`config.mk`:
```
export PLATFORM = sky130hd
export DESIGN_NAME = ps2_ascii_encoder_flat
export DESIGN_NICKNAME = d
export VERILOG_FILES = /design/src/rtl/ps2_pkg.sv /design/src/rtl/ps2_ascii_encoder_if.sv /design/src/rtl/ps2_ascii_map.sv /design/src/rtl/ps2_ascii_encoder.sv /design/src/flat_wrapper.sv
export SDC_FILE = /design/constraint.sdc
export NUM_CORES = 1
export LEC_CHECK = 0
export CAP_MARGIN = 40
export CELL_PAD_IN_SITES_DETAIL_PLACEMENT = 2
export CELL_PAD_IN_SITES_GLOBAL_PLACEMENT = 2
export CORE_ASPECT_RATIO = 1.2
export CORE_MARGIN = 2
export CORE_UTILIZATION = 39
export CTS_BUF_LIST = sky130_fd_sc_hd__clkbuf_16
export DETAILED_ROUTE_END_ITERATION = 8
export PLACE_DENSITY_LB_ADDON = 0.08
export SETUP_SLACK_MARGIN = 0.05
export SLEW_MARGIN = 15
export SYNTH_ARGS = -nofsm -noshare
export SYNTH_HDL_FRONTEND = slang
export SYNTH_HIERARCHICAL = 1
export SYNTH_SLANG_ARGS = --single-unit
```
`constraint.sdc`:
```
create_clock -name clk -period 3.7 [get_ports clk]
set_clock_uncertainty 0.05 [all_clocks]
set_input_delay 0.37 -clock clk [delete_from_list [all_inputs] [get_ports clk]]
set_output_delay 0.37 -clock clk [all_outputs]
set_load 0.1 [all_outputs]
```
`src/rtl/ps2_pkg.sv`:
```
// Shared types, byte constants and step-table helpers for the ASCII to PS/2 Set-2 encoder.
// PS2_ARROW_KEYS_EN adds the E0-prefixed EXTENDED byte sequence.
package ps2_pkg;

    localparam logic [7:0] PS2_BREAK  = 8'hF0;
    localparam logic [7:0] PS2_EXT    = 8'hE0;
    localparam logic [7:0] PS2_LSHIFT = 8'h12;

    typedef enum logic [1:0] {NONE, PLAIN, SHIFTED, EXTENDED} key_class_t;

    typedef enum logic [1:0] {IDLE, LOAD, EMIT, GAP} enc_state_t;

    // Index of the final byte in the make/break sequence of a class.
    function automatic logic [2:0] last_step(input key_class_t cls);
        logic [2:0] last;
        last = 3'd0;
        case (cls)
            PLAIN:    last = 3'd2;
            SHIFTED:  last = 3'd5;
`ifdef PS2_ARROW_KEYS_EN
            EXTENDED: last = 3'd4;
`endif
            default:  last = 3'd0;
        endcase
        return last;
    endfunction

    function automatic logic [7:0] step_byte(input key_class_t cls, input logic [7:0] code,
                                             input logic [2:0] step);
        logic [7:0] b;
        b = 8'h00;
        case (cls)
            PLAIN: b = (step == 3'd1) ? PS2_BREAK : code;
            SHIFTED: begin
                case (step)
                    3'd0:    b = PS2_LSHIFT;
                    3'd2:    b = PS2_BREAK;
                    3'd4:    b = PS2_BREAK;
                    3'd5:    b = PS2_LSHIFT;
                    default: b = code;
                endcase
            end
`ifdef PS2_ARROW_KEYS_EN
            EXTENDED: begin
                case (step)
                    3'd0:    b = PS2_EXT;
                    3'd2:    b = PS2_EXT;
                    3'd3:    b = PS2_BREAK;
                    default: b = code;
                endcase
            end
`endif
            default: b = 8'h00;
        endcase
        return b;
    endfunction

endpackage

```
`src/rtl/ps2_ascii_encoder_if.sv`:
```
// Character-in / scancode-byte-out valid/ready bundle of the PS/2 ASCII encoder.
interface ps2_ascii_encoder_if;
    logic       in_valid;
    logic       in_ready;
    logic [6:0] in_char;
    logic       out_valid;
    logic       out_ready;
    logic [7:0] out_byte;

    modport master (output in_valid, in_char, out_ready, input in_ready, out_valid, out_byte);
    modport slave  (input in_valid, in_char, out_ready, output in_ready, out_valid, out_byte);
endinterface

```
`src/rtl/ps2_ascii_map.sv`:
```
// Combinational ASCII to Set-2 make code and key class lookup.
// PS2_ARROW_KEYS_EN maps DC1..DC4 onto the extended arrow keys.
module ps2_ascii_map
    import ps2_pkg::*;
(
    input  logic [6:0] ch,
    output logic [7:0] code,
    output key_class_t cls
);

    localparam logic [7:0] LETTER [26] = '{
        8'h1C, 8'h32, 8'h21, 8'h23, 8'h24, 8'h2B, 8'h34, 8'h33, 8'h43, 8'h3B,
        8'h42, 8'h4B, 8'h3A, 8'h31, 8'h44, 8'h4D, 8'h15, 8'h2D, 8'h1B, 8'h2C,
        8'h3C, 8'h2A, 8'h1D, 8'h22, 8'h35, 8'h1A
    };
    localparam logic [7:0] DIGIT [10] = '{
        8'h45, 8'h16, 8'h1E, 8'h26, 8'h25, 8'h2E, 8'h36, 8'h3D, 8'h3E, 8'h46
    };

    // NOTE: defaults first so every path assigns both outputs and no latch is inferred.
    always_comb begin
        code = 8'h00;
        cls  = NONE;
        if (ch >= 7'h61 && ch <= 7'h7A) begin
            code = LETTER[5'(ch - 7'h61)];
            cls  = PLAIN;
        end else if (ch >= 7'h41 && ch <= 7'h5A) begin
            code = LETTER[5'(ch - 7'h41)];
            cls  = SHIFTED;
        end else if (ch >= 7'h30 && ch <= 7'h39) begin
            code = DIGIT[4'(ch - 7'h30)];
            cls  = PLAIN;
        end else begin
            case (ch)
                7'h20: begin code = 8'h29; cls = PLAIN; end
                7'h0D: begin code = 8'h5A; cls = PLAIN; end
                7'h08: begin code = 8'h66; cls = PLAIN; end
`ifdef PS2_ARROW_KEYS_EN
                7'h11: begin code = 8'h6B; cls = EXTENDED; end
                7'h12: begin code = 8'h72; cls = EXTENDED; end
                7'h13: begin code = 8'h75; cls = EXTENDED; end
                7'h14: begin code = 8'h74; cls = EXTENDED; end
`endif
                default: begin code = 8'h00; cls = NONE; end
            endcase
        end
    end

endmodule

```
`src/rtl/ps2_ascii_encoder.sv`:
```
// Streaming ASCII to PS/2 Set-2 encoder: character FIFO, make/break sequencer and
// inter-byte gap timer driving a byte-wide valid/ready output.
module ps2_ascii_encoder
    import ps2_pkg::*;
#(
    parameter int FIFO_DEPTH = 4,
    parameter int GAP_CYCLES = 16
) (
    input  logic                               clk,
    input  logic                               reset,
    ps2_ascii_encoder_if.slave                 bus,
    output logic                               busy,
    output logic                               unmapped,
    output logic [$clog2(FIFO_DEPTH+1)-1:0]    fifo_count
);

    localparam int AW = $clog2(FIFO_DEPTH);
    localparam int CW = $clog2(FIFO_DEPTH + 1);
    localparam int GW = ($clog2(GAP_CYCLES + 1) > 1) ? $clog2(GAP_CYCLES + 1) : 1;
    localparam logic [GW-1:0] GAP_RELOAD = GW'((GAP_CYCLES > 0) ? GAP_CYCLES - 1 : 0);

    logic [6:0]    mem [FIFO_DEPTH];
    logic [AW-1:0] wr_ptr, rd_ptr;
    logic [CW-1:0] count;
    logic          push, pop;

    assign bus.in_ready = (count != CW'(FIFO_DEPTH));
    assign push         = bus.in_valid && bus.in_ready;

    // NOTE: storage is not reset; pointers and count alone say which entries are live.
    always_ff @(posedge clk) begin
        if (push) mem[wr_ptr] <= bus.in_char;
    end

    always_ff @(posedge clk or posedge reset) begin
        if (reset) begin
            wr_ptr <= '0;
            rd_ptr <= '0;
            count  <= '0;
        end else begin
            if (push) wr_ptr <= wr_ptr + AW'(1);
            if (pop)  rd_ptr <= rd_ptr + AW'(1);
            case ({push, pop})
                2'b10:   count <= count + CW'(1);
                2'b01:   count <= count - CW'(1);
                default: count <= count;
            endcase
        end
    end

    logic [7:0] map_code;
    key_class_t map_cls;

    ps2_ascii_map u_map (
        .ch   (mem[rd_ptr]),
        .code (map_code),
        .cls  (map_cls)
    );

    enc_state_t    state, state_n;
    logic [7:0]    code_q, code_n;
    key_class_t    cls_q, cls_n;
    logic [2:0]    step_q, step_n;
    logic [GW-1:0] gap_q, gap_n;
    logic          valid_q, valid_n;
    logic [7:0]    byte_q, byte_n;

    always_ff @(posedge clk or posedge reset) begin
        if (reset) begin
            state   <= IDLE;
            code_q  <= 8'h00;
            cls_q   <= NONE;
            step_q  <= 3'd0;
            gap_q   <= '0;
            valid_q <= 1'b0;
            byte_q  <= 8'h00;
        end else begin
            state   <= state_n;
            code_q  <= code_n;
            cls_q   <= cls_n;
            step_q  <= step_n;
            gap_q   <= gap_n;
            valid_q <= valid_n;
            byte_q  <= byte_n;
        end
    end

    always_comb begin
        state_n  = state;
        code_n   = code_q;
        cls_n    = cls_q;
        step_n   = step_q;
        gap_n    = gap_q;
        valid_n  = valid_q;
        byte_n   = byte_q;
        pop      = 1'b0;
        unmapped = 1'b0;
        case (state)
            IDLE: begin
                if (count != '0) begin
                    pop     = 1'b1;
                    code_n  = map_code;
                    cls_n   = map_cls;
                    step_n  = 3'd0;
                    state_n = LOAD;
                end
            end
            LOAD: begin
                if (cls_q == NONE) begin
                    unmapped = 1'b1;
                    state_n  = IDLE;
                end else begin
                    valid_n = 1'b1;
                    byte_n  = step_byte(cls_q, code_q, 3'd0);
                    state_n = EMIT;
                end
            end
            EMIT: begin
                if (bus.out_ready) begin
                    if (GAP_CYCLES != 0) begin
                        valid_n = 1'b0;
                        gap_n   = GAP_RELOAD;
                        state_n = GAP;
                    end else if (step_q == last_step(cls_q)) begin
                        valid_n = 1'b0;
                        state_n = IDLE;
                    end else begin
                        step_n = step_q + 3'd1;
                        byte_n = step_byte(cls_q, code_q, step_q + 3'd1);
                    end
                end
            end
            GAP: begin
                // The step only advances once the gap expires, so the final byte also gets its gap.
                if (gap_q == '0) begin
                    if (step_q == last_step(cls_q)) begin
                        state_n = IDLE;
                    end else begin
                        step_n  = step_q + 3'd1;
                        byte_n  = step_byte(cls_q, code_q, step_q + 3'd1);
                        valid_n = 1'b1;
                        state_n = EMIT;
                    end
                end else begin
                    gap_n = gap_q - GW'(1);
                end
            end
            default: state_n = IDLE;
        endcase
    end

    assign bus.out_valid = valid_q;
    assign bus.out_byte  = byte_q;
    assign fifo_count    = count;
    assign busy          = (count != '0) || (state != IDLE);

endmodule

```
`src/flat_wrapper.sv`:
```
// flat-port wrapper written by rule: the top's interface ports become plain ports
module ps2_ascii_encoder_flat import ps2_pkg::*;
#(
    parameter int FIFO_DEPTH = 4,
    parameter int GAP_CYCLES = 16
)
  (clk, reset, busy, unmapped, fifo_count, bus_in_valid, bus_in_char, bus_out_ready, bus_in_ready, bus_out_valid, bus_out_byte);
  ps2_ascii_encoder_if bus_i ();
  input  logic clk;
  input  logic reset;
  output logic busy;
  output logic unmapped;
  output logic [$clog2(FIFO_DEPTH+1)-1:0] fifo_count;
  input wire logic [$bits(bus_i.in_valid)-1:0] bus_in_valid;
  input wire logic [$bits(bus_i.in_char)-1:0] bus_in_char;
  input wire logic [$bits(bus_i.out_ready)-1:0] bus_out_ready;
  output wire logic [$bits(bus_i.in_ready)-1:0] bus_in_ready;
  output wire logic [$bits(bus_i.out_valid)-1:0] bus_out_valid;
  output wire logic [$bits(bus_i.out_byte)-1:0] bus_out_byte;
  assign bus_i.in_valid = bus_in_valid;
  assign bus_i.in_char = bus_in_char;
  assign bus_i.out_ready = bus_out_ready;
  assign bus_in_ready = bus_i.in_ready;
  assign bus_out_valid = bus_i.out_valid;
  assign bus_out_byte = bus_i.out_byte;
  ps2_ascii_encoder #(.FIFO_DEPTH(FIFO_DEPTH), .GAP_CYCLES(GAP_CYCLES)) u_core (.clk(clk), .reset(reset), .bus(bus_i), .busy(busy), .unmapped(unmapped), .fifo_count(fifo_count));
endmodule
```
=== After elaboration in Yosys (flattened, before gate mapping) ===
Memories as Yosys holds them, arrays and structs flattened.
Cells that the tools add are included.

* Add/sub/neg operators: 9
* Order comparisons: 9
* Equality and inequality tests: 22
* Multiplexer cells: 50
* Bitwise logic cells: 3
* Reduce and logical (&&, ||, !) cells: 25

{| class="wikitable"
|+ Operators with widths
! operator !! count
|-
| 8-bit 2-to-1 mux || 13
|-
| 8-bit case mux with 2 select lines || 4
|-
| 7-bit case mux with 3 select lines || 1
|-
| 3-bit case mux with 2 select lines || 3
|-
| 3-bit 2-to-1 mux || 5
|-
| 5-bit by 1-bit subtractor with 5-bit output, second input constant || 3
|-
| 7-bit by 4-bit equality test with 1-bit output, second input constant || 2
|-
| 7-bit >= comparator, second input constant || 2
|-
| 7-bit <= comparator, second input constant || 2
|-
| 2-bit 2-to-1 mux || 7
|-
| 6-bit >= comparator, second input constant || 2
|-
| 1-bit 2-to-1 mux || 12
|-
| 5-bit inverter with 6-bit output || 2
|-
| 5-bit 2-to-1 mux || 2
|-
| 5-bit case mux with 2 select lines || 1
|-
| 2-bit nonzero test || 5
|-
| 2-bit equality test, second input constant || 4
|-
| 2-bit inequality test, second input constant || 4
|-
| 2-bit case mux with 4 select lines || 1
|-
| 4-bit AND reduction || 2
|-
| 7-bit by 6-bit equality test with 1-bit output, second input constant || 1
|-
| 7-bit by 6-bit >= comparator with 1-bit output, second input constant || 1
|-
| 7-bit by 6-bit <= comparator with 1-bit output, second input constant || 1
|-
| 3-bit by 1-bit adder with 3-bit output, second input constant || 2
|-
| 24 further kinds || 36
|}

* Register bits after elaboration: 36
* Memory bits (writable): 28
* ROM bits: 640
* Output and inout bits: 15
* Memories kept: 4

{| class="wikitable"
|+ Memory list
! name !! depth !! bits a word !! rd ports !! clocked after memory_dff !! write ports !! line !! text
|-
| (no name shown) || 32 || 8 || 1 || 0 || 0 || ps2_ascii_map.sv:28 || <nowiki>code = LETTER[5'(ch - 7'h41)];</nowiki>
|-
| (no name shown) || 32 || 8 || 1 || 0 || 0 || ps2_ascii_map.sv:25 || <nowiki>code = LETTER[5'(ch - 7'h61)];</nowiki>
|-
| (no name shown) || 16 || 8 || 1 || 0 || 0 || ps2_ascii_map.sv:31 || <nowiki>code = DIGIT[4'(ch - 7'h30)];</nowiki>
|-
| u_core.mem || 4 || 7 || 1 || 0 || 1 || ps2_ascii_encoder.sv:22 || <nowiki>logic [6:0] mem [FIFO_DEPTH];</nowiki>
|}

=== Logic depth before layout (Yosys ltp) ===
Gate-level depths: netlist of the first run.
An unclocked memory read counts as a cell.

* Word-level depth: 9
* Depth in mapped cells: 14

=== Hierarchy ===
The synthesis of the first run kept the hierarchy.

{| class="wikitable"
|+ Modules (own cells, without submodules)
! module !! times used !! cells an instance !! area each (µm²) !! sequential area each (µm²)
|-
| ps2_ascii_encoder || 1 || 246 || 3,027.9 || 1,741.7
|-
| ps2_ascii_map || 1 || 168 || 1,196.1 || 0.0
|}

=== Least setup slack after synthesis of the first run ===
OpenSTA, ideal clock, no wires.

* Path kind: register -> register
* From: register u_core.count[0] (netlist: u_core/fifo_count[0])
* To: register u_core.count[2] (netlist: u_core/fifo_count[2])
* Setup time: 0.163 ns
* Data arrival time: 3.079 ns
* Slack: 0.408 ns
* Stages on the path, launching flop included: 9
* Buffers on the path: 0
* Cell sequence: dfrtp_1 nor2_1 nand2_1 nand2_1 ha_1 fa_1 xnor2_1 nor2_1 xor2_1

* Elaborated cells between the ends (all ways): 11

{| class="wikitable"
|+ RTL lines
! item !! line !! text
|-
| start, declared || ps2_ascii_encoder.sv:24 || <nowiki>logic [CW-1:0] count;</nowiki>
|-
| start signal, assigned || ps2_ascii_encoder.sv:44 || <nowiki>2'b10: count <= count + CW'(1);</nowiki>
|-
| start signal, assigned || ps2_ascii_encoder.sv:45 || <nowiki>2'b01: count <= count - CW'(1);</nowiki>
|-
| start signal, assigned || ps2_ascii_encoder.sv:46 || <nowiki>default: count <= count;</nowiki>
|-
| 3-bit inequality test (*) || ps2_ascii_encoder.sv:27 || <nowiki>assign bus.in_ready = (count != CW'(FIFO_DEPTH));</nowiki>
|-
| named net bus_in_ready || flat_wrapper.sv:17 || <nowiki>output wire logic [$bits(bus_i.in_ready)-1:0] bus_in_ready;</nowiki>
|-
| 1-bit logical AND (*) || ps2_ascii_encoder.sv:28 || <nowiki>assign push = bus.in_valid && bus.in_ready;</nowiki>
|-
| 2-bit by 1-bit equality test with 1-bit output or 2-bit equality test (tied branches) || ps2_ascii_encoder.sv:43 || <nowiki>case ({push, pop})</nowiki>
|-
| 3-bit case mux with 2 select lines or 2-bit nonzero test (tied branches) || - ||
|}

The timed path passes the listed nets; every way through them passes the cells marked *.
A chain may end at the register's enable or synchronous reset.

=== Worst setup path after layout of the first run ===
* From: register u_core.rd_ptr[0]
* To: register u_core.code_q[4]

* Longest elaborated chain between the ends: 9
* Elaborated cells between the ends (all ways): 32

{| class="wikitable"
|+ RTL lines
! item !! line !! text
|-
| start, declared || ps2_ascii_encoder.sv:23 || <nowiki>logic [AW-1:0] wr_ptr, rd_ptr;</nowiki>
|-
| start signal, assigned || ps2_ascii_encoder.sv:42 || <nowiki>if (pop) rd_ptr <= rd_ptr + AW'(1);</nowiki>
|-
| memory read 4 x 7 bit (*) || - ||
|-
| 4-bit by 1-bit subtractor with 4-bit output || ps2_ascii_map.sv:31 ||
|-
| 4-bit inverter with 5-bit output (implied by the code) || ps2_ascii_map.sv:31 ||
|-
| memory read 16 x 8 bit || - ||
|-
| 8-bit 2-to-1 mux (implied by the code) (2 in a row) || ps2_ascii_map.sv:31 ||
|-
| 8-bit 2-to-1 mux || ps2_ascii_map.sv:30 || <nowiki>end else if (ch >= 7'h30 && ch <= 7'h39) begin</nowiki>
|-
| 8-bit 2-to-1 mux || ps2_ascii_map.sv:27 || <nowiki>end else if (ch >= 7'h41 && ch <= 7'h5A) begin</nowiki>
|-
| 8-bit 2-to-1 mux (*) || ps2_ascii_map.sv:24 || <nowiki>if (ch >= 7'h61 && ch <= 7'h7A) begin</nowiki>
|-
| named net u_core.map_code[4] || ps2_ascii_encoder.sv:51 || <nowiki>logic [7:0] map_code;</nowiki>
|-
| end signal, assigned || ps2_ascii_encoder.sv:79 || <nowiki>code_q <= code_n;</nowiki>
|-
| end, declared || ps2_ascii_encoder.sv:61 || <nowiki>logic [7:0] code_q, code_n;</nowiki>
|}

The timed path passes the listed nets; every way through them passes the cells marked *. The select of a mux whose other input is x is not followed.

==> run metrics, run 1 <==
run status finished clean; clk_lat worst skew approximately 330 ps; ys async rst share 0.563; Period minus WS final 3330 ps; CP Capture Type register; fin cells 580; DRC viols 0; Fillers 1098; width of the die 99.0 um; Netlist Area Pre-Place approximately 0.0042 sq mm; first-pass detailed-route iteration total 4; syn_nets 447; placed standard-cell area 0.00475 sq mm; Post-synth EDFFs 28; first-pass GRT wire length 20100 um; commonest non-fill, non-tap cells in the layout nand2_1, dfrtp_1, edfxtp_1; CTS tree done; global route overflow 0; post-synthesis register bit count 64; max_slew headroom 0.556; nets 479; Worst EP required slightly below 4000 ps; Max H-tree Level 3; Design Area, Final about 0.0051 sq mm; Post-DRT Antenna Nets 0; layout cell share with drive strength beyond 1 0.146; Worst-path clk slew about 60 ps; Routed WL per cell between 20 and 25 um; Max Root-Sink Buffers 2; type of the worst min-delay path in2async; Die Height 118 um; Syn Inst Count 414; global placer's final weighted congestion just over 0.8; row cnt 41; CP startpoint kind register; CTS Buf Count 9; Worst-Margin Slew 665 ps; Final Hold Vio Count 0; CTS sink count 64; Fin Setup TNS 0 ps; post-synthesis sequential area ratio 0.412; starting density of the core 0.402; max-slew violation count 0; clk root buf clkbuf_16; WL final 12100 um; GRT Resource Usage Total 0.218; DIE AREA between 0.01 and 0.015 sq mm; maximum clock frequency 300 MHz; n_diodes 0; Vias/cell 5.78; Core Box Area 0.0105 sq mm; post-cts hold buffer count 0; via count 3355; WS Path Type reg2reg; postcts setup bufs 0; RSZ-0062 raised after global routing no; area grow syn2layout 20.0%; dpl hpwl 8760 um; Final period util 0.899; PostCTS Resize Cnt 0; vias in the first global route 3707; largest net degree at the start of global routing 37; crit-path max FO 16; initial drt markers 95; num ports 26; YS warnings 6; Unique masters post-synth 78; Primary FF master, synth dfrtp_1; final setup vio count 0; initial antenna violation count 0; maxcap violations 0; Post-Place Cells between 500 and 600; Worst EP arrival 3540 ps; commonest non-fill, non-tap cell in the layout nand2_1; Avg Synthesized Cell Area 10.2 sq um; Port Buffers 25
[worst paths after layout]
path,from,end,slack [ps],depth (start not counted)
max,u_core/rd_ptr[0]$_DFFE_PP0P_,u_core/code_q[4]$_DFFE_PP0P_,370,11
min,reset,u_core/fifo_count[2]$_DFFE_PP0P_,420,3
max reg2reg,u_core/rd_ptr[0]$_DFFE_PP0P_,u_core/code_q[4]$_DFFE_PP0P_,370,11
min reg2reg,u_core/code_q[7]$_DFFE_PP0P_,u_core/code_q[7]$_DFFE_PP0P_,440,2
max in group asynchronous,reset,u_core/code_q[7]$_DFFE_PP0P_,2820,3
min in group clk,u_core/code_q[7]$_DFFE_PP0P_,u_core/code_q[7]$_DFFE_PP0P_,440,2
[kinds of logic (layout without fill, tap and decap cells)]
| family | Yosys count | count (layout) | share of synthesized area |
|---|---|---|---|
| AOI/OAI and AO/OA | 105 | 105 | 0.188 |
| other | 1 | 1 | 0.000888 |
| xor gates and xnor gates | 15 | 15 | 0.0373 |
| and+or+nand+nor | 141 | 141 | 0.170 |
| muxes | 19 | 19 | 0.0702 |
| adders and majority gates | 22 | 22 | 0.0669 |
| DFF | 64 | 64 | 0.412 |
| buffers and inverters | 47 | 84 | 0.0548 |
[worst max-delay path, stage by stage, from the launching register on]
cell and delay (ps):
dfrtp_1 490, mux4_2 550, inv_1 210, ha_1 570
xnor2_1 280, inv_2 100, ha_1 330, o2111ai_1 240
o31ai_1 100, o211ai_1 190, nand2_1 70, nand2_1 70
[through the flow]
stage | hold slack, ps | setup slack (ps) | utilization
global route | 461 | 111 | 0.482
global placement | 422 | 572 | 0.431
detailed placement | 428 | 377 | 0.451
finish | 420 | 372 | 0.482
CTS | 441 | 363 | 0.482
floorplan | 389 | 408 | -
[synth_stat cells (3+ instances only)]
cell       instances  area share
nand3b_1           4      0.0071
edfxtp_1          28        0.20
nand2b_1           8       0.012
dfrtp_1           36        0.21
mux2i_1            6       0.014
o21ai_0           17       0.020
o21bai_1           3      0.0053
o31ai_1            5      0.0089
o2bb2ai_1         10       0.021
nand2_1           57       0.051
o211ai_1           3      0.0053
o22ai_1            5      0.0074
a211oi_1           4      0.0071
xor2_1             3      0.0062
and3_1             9       0.013
o21ai_1            3      0.0036
clkbuf_1           7      0.0062
buf_6              3      0.0080
mux4_2             8       0.043
inv_1             19       0.017
nand3_1            6      0.0071
nor4_1             3      0.0044
xnor2_1           10       0.021
or3_1              5      0.0074
mux2_2             3      0.0080
a31oi_1            3      0.0044
buf_4              6       0.011
nor3_1             8      0.0095
nor2b_1            7       0.010
buf_2              7      0.0083
a21oi_1           19       0.023
ha_1              21       0.062
nor2_1            20       0.018
[final cells by class]
cell class	instances	area, sq um	share of cell area
Inverter	22	82.6	0.0163
Clock inverter	7	96.3	0.0190
Clock buffer	9	225	0.0444
Sequential cell	64	1740	0.344
Multi-Input combinational cell	303	2250	0.444
Timing Repair Buffer	46	510	0.101
Tap cell	129	161	0.0318
[metal layers]
metal / global-route usage / share of wire / vias to the layer above
met1: 0.280 / 0.45 / 1741
met4: 0.0608 / 0.014 / 0
li1: - / - / 1576
met2: 0.379 / 0.53 / 28
met5: 0 / 0 / -
met3: 0.0303 / 0.012 / 10
[registers in the layout, summed over array words and instances (netlist names)]
signal                count
u_core/state              2
u_core/gap_q              5
u_core/wr_ptr             2
u_core/fifo_count         3
u_core/bus.out_valid      1
u_core/code_q             8
u_core/bus.out_byte       8
u_core/step_q             3
u_core/rd_ptr             2
u_core/mem               28
u_core/cls_q              2
Power of run 1 is not shown: default switching activity piles up to over one toggle a cycle in this logic, so the estimate is an artifact.
==> inputs of run 2 (changes only) <==
PLACE_DENSITY = 0.77   (was unset)
PLACE_DENSITY_LB_ADDON = unset   (was 0.08)
==> run metrics, run 2 (synthesized netlist as in run 1, its figures left out) <==
Vias/cell 5.86 (+1.2%); CP Launch Point u_core/rd_ptr[0]$_DFFE_PP0P_; maxcap violations 0 (unchanged); clk root buf clkbuf_16; R2R setup slack 420 ps (+50 ps); Worst EP arrival 3500 ps (-40 ps); nets 478 (-0.21%); initial drt markers 150 (+58%); Fin Setup TNS 0 ps (unchanged); reg-to-reg startpoint u_core/rd_ptr[0]$_DFFE_PP0P_; commonest non-fill, non-tap cells in the layout nand2_1, dfrtp_1, edfxtp_1; CTS tree done; global placer's final weighted congestion 0.859 (+5.0%); first-pass detailed-route iteration total 4 (unchanged); Worst-path clk slew 60 ps (about the same); Die Height 118 um (unchanged); crit-path max FO 12 (-4); layout cell share with drive strength beyond 1 0.144 (-0.00190); run status finished clean; WL final 13000 um (+7.8%); Setup crit end u_core/code_q[4]$_DFFE_PP0P_; Fillers 1053 (-4.1%); Period minus WS final 3280 ps (-47.5 ps); FF/Latch Area 0.00174 sq mm (unchanged); n_diodes 0 (unchanged); reg2reg end u_core/code_q[4]$_DFFE_PP0P_; DRC viols 0 (unchanged); postcts setup bufs 0 (unchanged); global route overflow 0 (unchanged); slowest CP cell mux4_2; DIE AREA 0.0117 sq mm (unchanged); CP Capture Type register; final setup vio count 0 (unchanged); post-cts hold buffer count 0 (unchanged); row cnt 41 (unchanged); num ports 26 (unchanged); Crit path largest cell delay 540 ps (-30 ps); WS Path Type reg2reg; GRT Resource Usage Total 0.234 (+0.0166); Reg2Reg Depth 12 (+1); Worst EP required 3920 ps (about the same); largest register by flop count u_core/mem; initial antenna violation count 0 (unchanged); via count 3391 (+1.1%); CP Cell Sequence mux4_2 -> inv_1 -> ha_1 -> buf_4 -> xnor2_1 -> inv_2 -> ha_1 -> o2111ai_1 -> o31ai_1 -> o211ai_1 -> nand2_1 -> nand2_1; Worst-Margin Slew 609 ps (-56.0 ps); fin util 0.478 (-0.00393); PostCTS Resize Cnt 0 (unchanged); multi-input logic area 0.00225 sq mm (unchanged); CTS sink count 64 (unchanged); Post-DRT Antenna Nets 0 (unchanged); dpl hpwl 9110 um (+3.9%); Max H-tree Level 3 (unchanged); Final period util 0.887 (-0.0128); Final Hold Vio Count 0 (unchanged); Core Box Area 0.0105 sq mm (unchanged); Routed WL per cell 22.4 um (+8.0%); first-pass GRT wire length 21300 um (+6.0%); max-slew violation count 0 (unchanged); max reg flops 28 (unchanged); largest net degree at the start of global routing 37 (unchanged); vias in the first global route 3810 (+2.8%); type of the worst min-delay path in2async; Port Buffers 25 (unchanged); CP startpoint kind register; commonest non-fill, non-tap cell in the layout nand2_1; Max Root-Sink Buffers 2 (unchanged); CTS Buf Count 9 (unchanged); max_slew headroom 0.588 (+0.0316); starting density of the core 0.402 (unchanged); RSZ-0062 raised after global routing no; maximum clock frequency 305 MHz (+1.4%); area grow syn2layout 19.0%; width of the die 99.0 um (unchanged); clk_lat worst skew 340 ps (about the same)
[run 2: cell types whose count changed in the layout (fill, tap and decap cells not counted), sizes merged]
cell and change:
clkinv -2, inv +2, bufinv -1, clkdlybuf4s50 -1, clkinvlp +1
[run 2: worst min-delay path by stage]
stage / slack, ps / cells after the start / to
floorplan: 390 / 2 / u_core/code_q[4]$_DFFE_PP0P_
global placement: 420 / 2 / u_core/code_q[6]$_DFFE_PP0P_
detailed placement: 430 / 1 / u_core/bus.out_byte[2]$_DFFE_PP0P_
CTS: 440 / 3 / u_core/wr_ptr[0]$_DFFE_PP0P_
global route: 460 / 1 / u_core/bus.out_byte[2]$_DFFE_PP0P_
finish: 430 / 3 / u_core/fifo_count[0]$_DFFE_PP0P_
[run 2: per-layer routing]
layer	up-vias	routed length (um)	track usage
li1	1572	-	-
met1	1722	5350	0.288
met2	71	6890	0.410
met3	26	399	0.0279
met4	0	354	0.0967
met5	-	0	0
[run 2: layout make-up]
type | instances | area share
multi-input combinational | 303 | 0.448
timing repair buffer | 45 | 0.0981
tap | 129 | 0.0321
sequential | 64 | 0.346
inverter | 22 | 0.0164
clock inverter | 7 | 0.0144
clock buffer | 9 | 0.0448
[run 2: critical path, delay by kind of cell, from the launching register on]
family | cells | cell delay [ps]
and+or+nand+nor | 2 | 140
adders and majority gates | 2 | 780
muxes | 1 | 540
xor gates and xnor gates | 1 | 240
DFF | 1 | 400
AOI/OAI and AO/OA | 3 | 500
buffers and inverters | 3 | 570
[run 2: per-stage QoR]
step,instances,hold slack [ps],setup slack [ps],instance area [sq um]
2_1_floorplan,414,389,408,4220
3_3_place_gp,550,422,545,4530
3_5_place_dp,563,427,467,4730
4_1_cts,579,441,391,5030
5_1_grt,579,459,197,5030
6_report,579,430,420,5030
Power of run 2 is left out for the same reason.
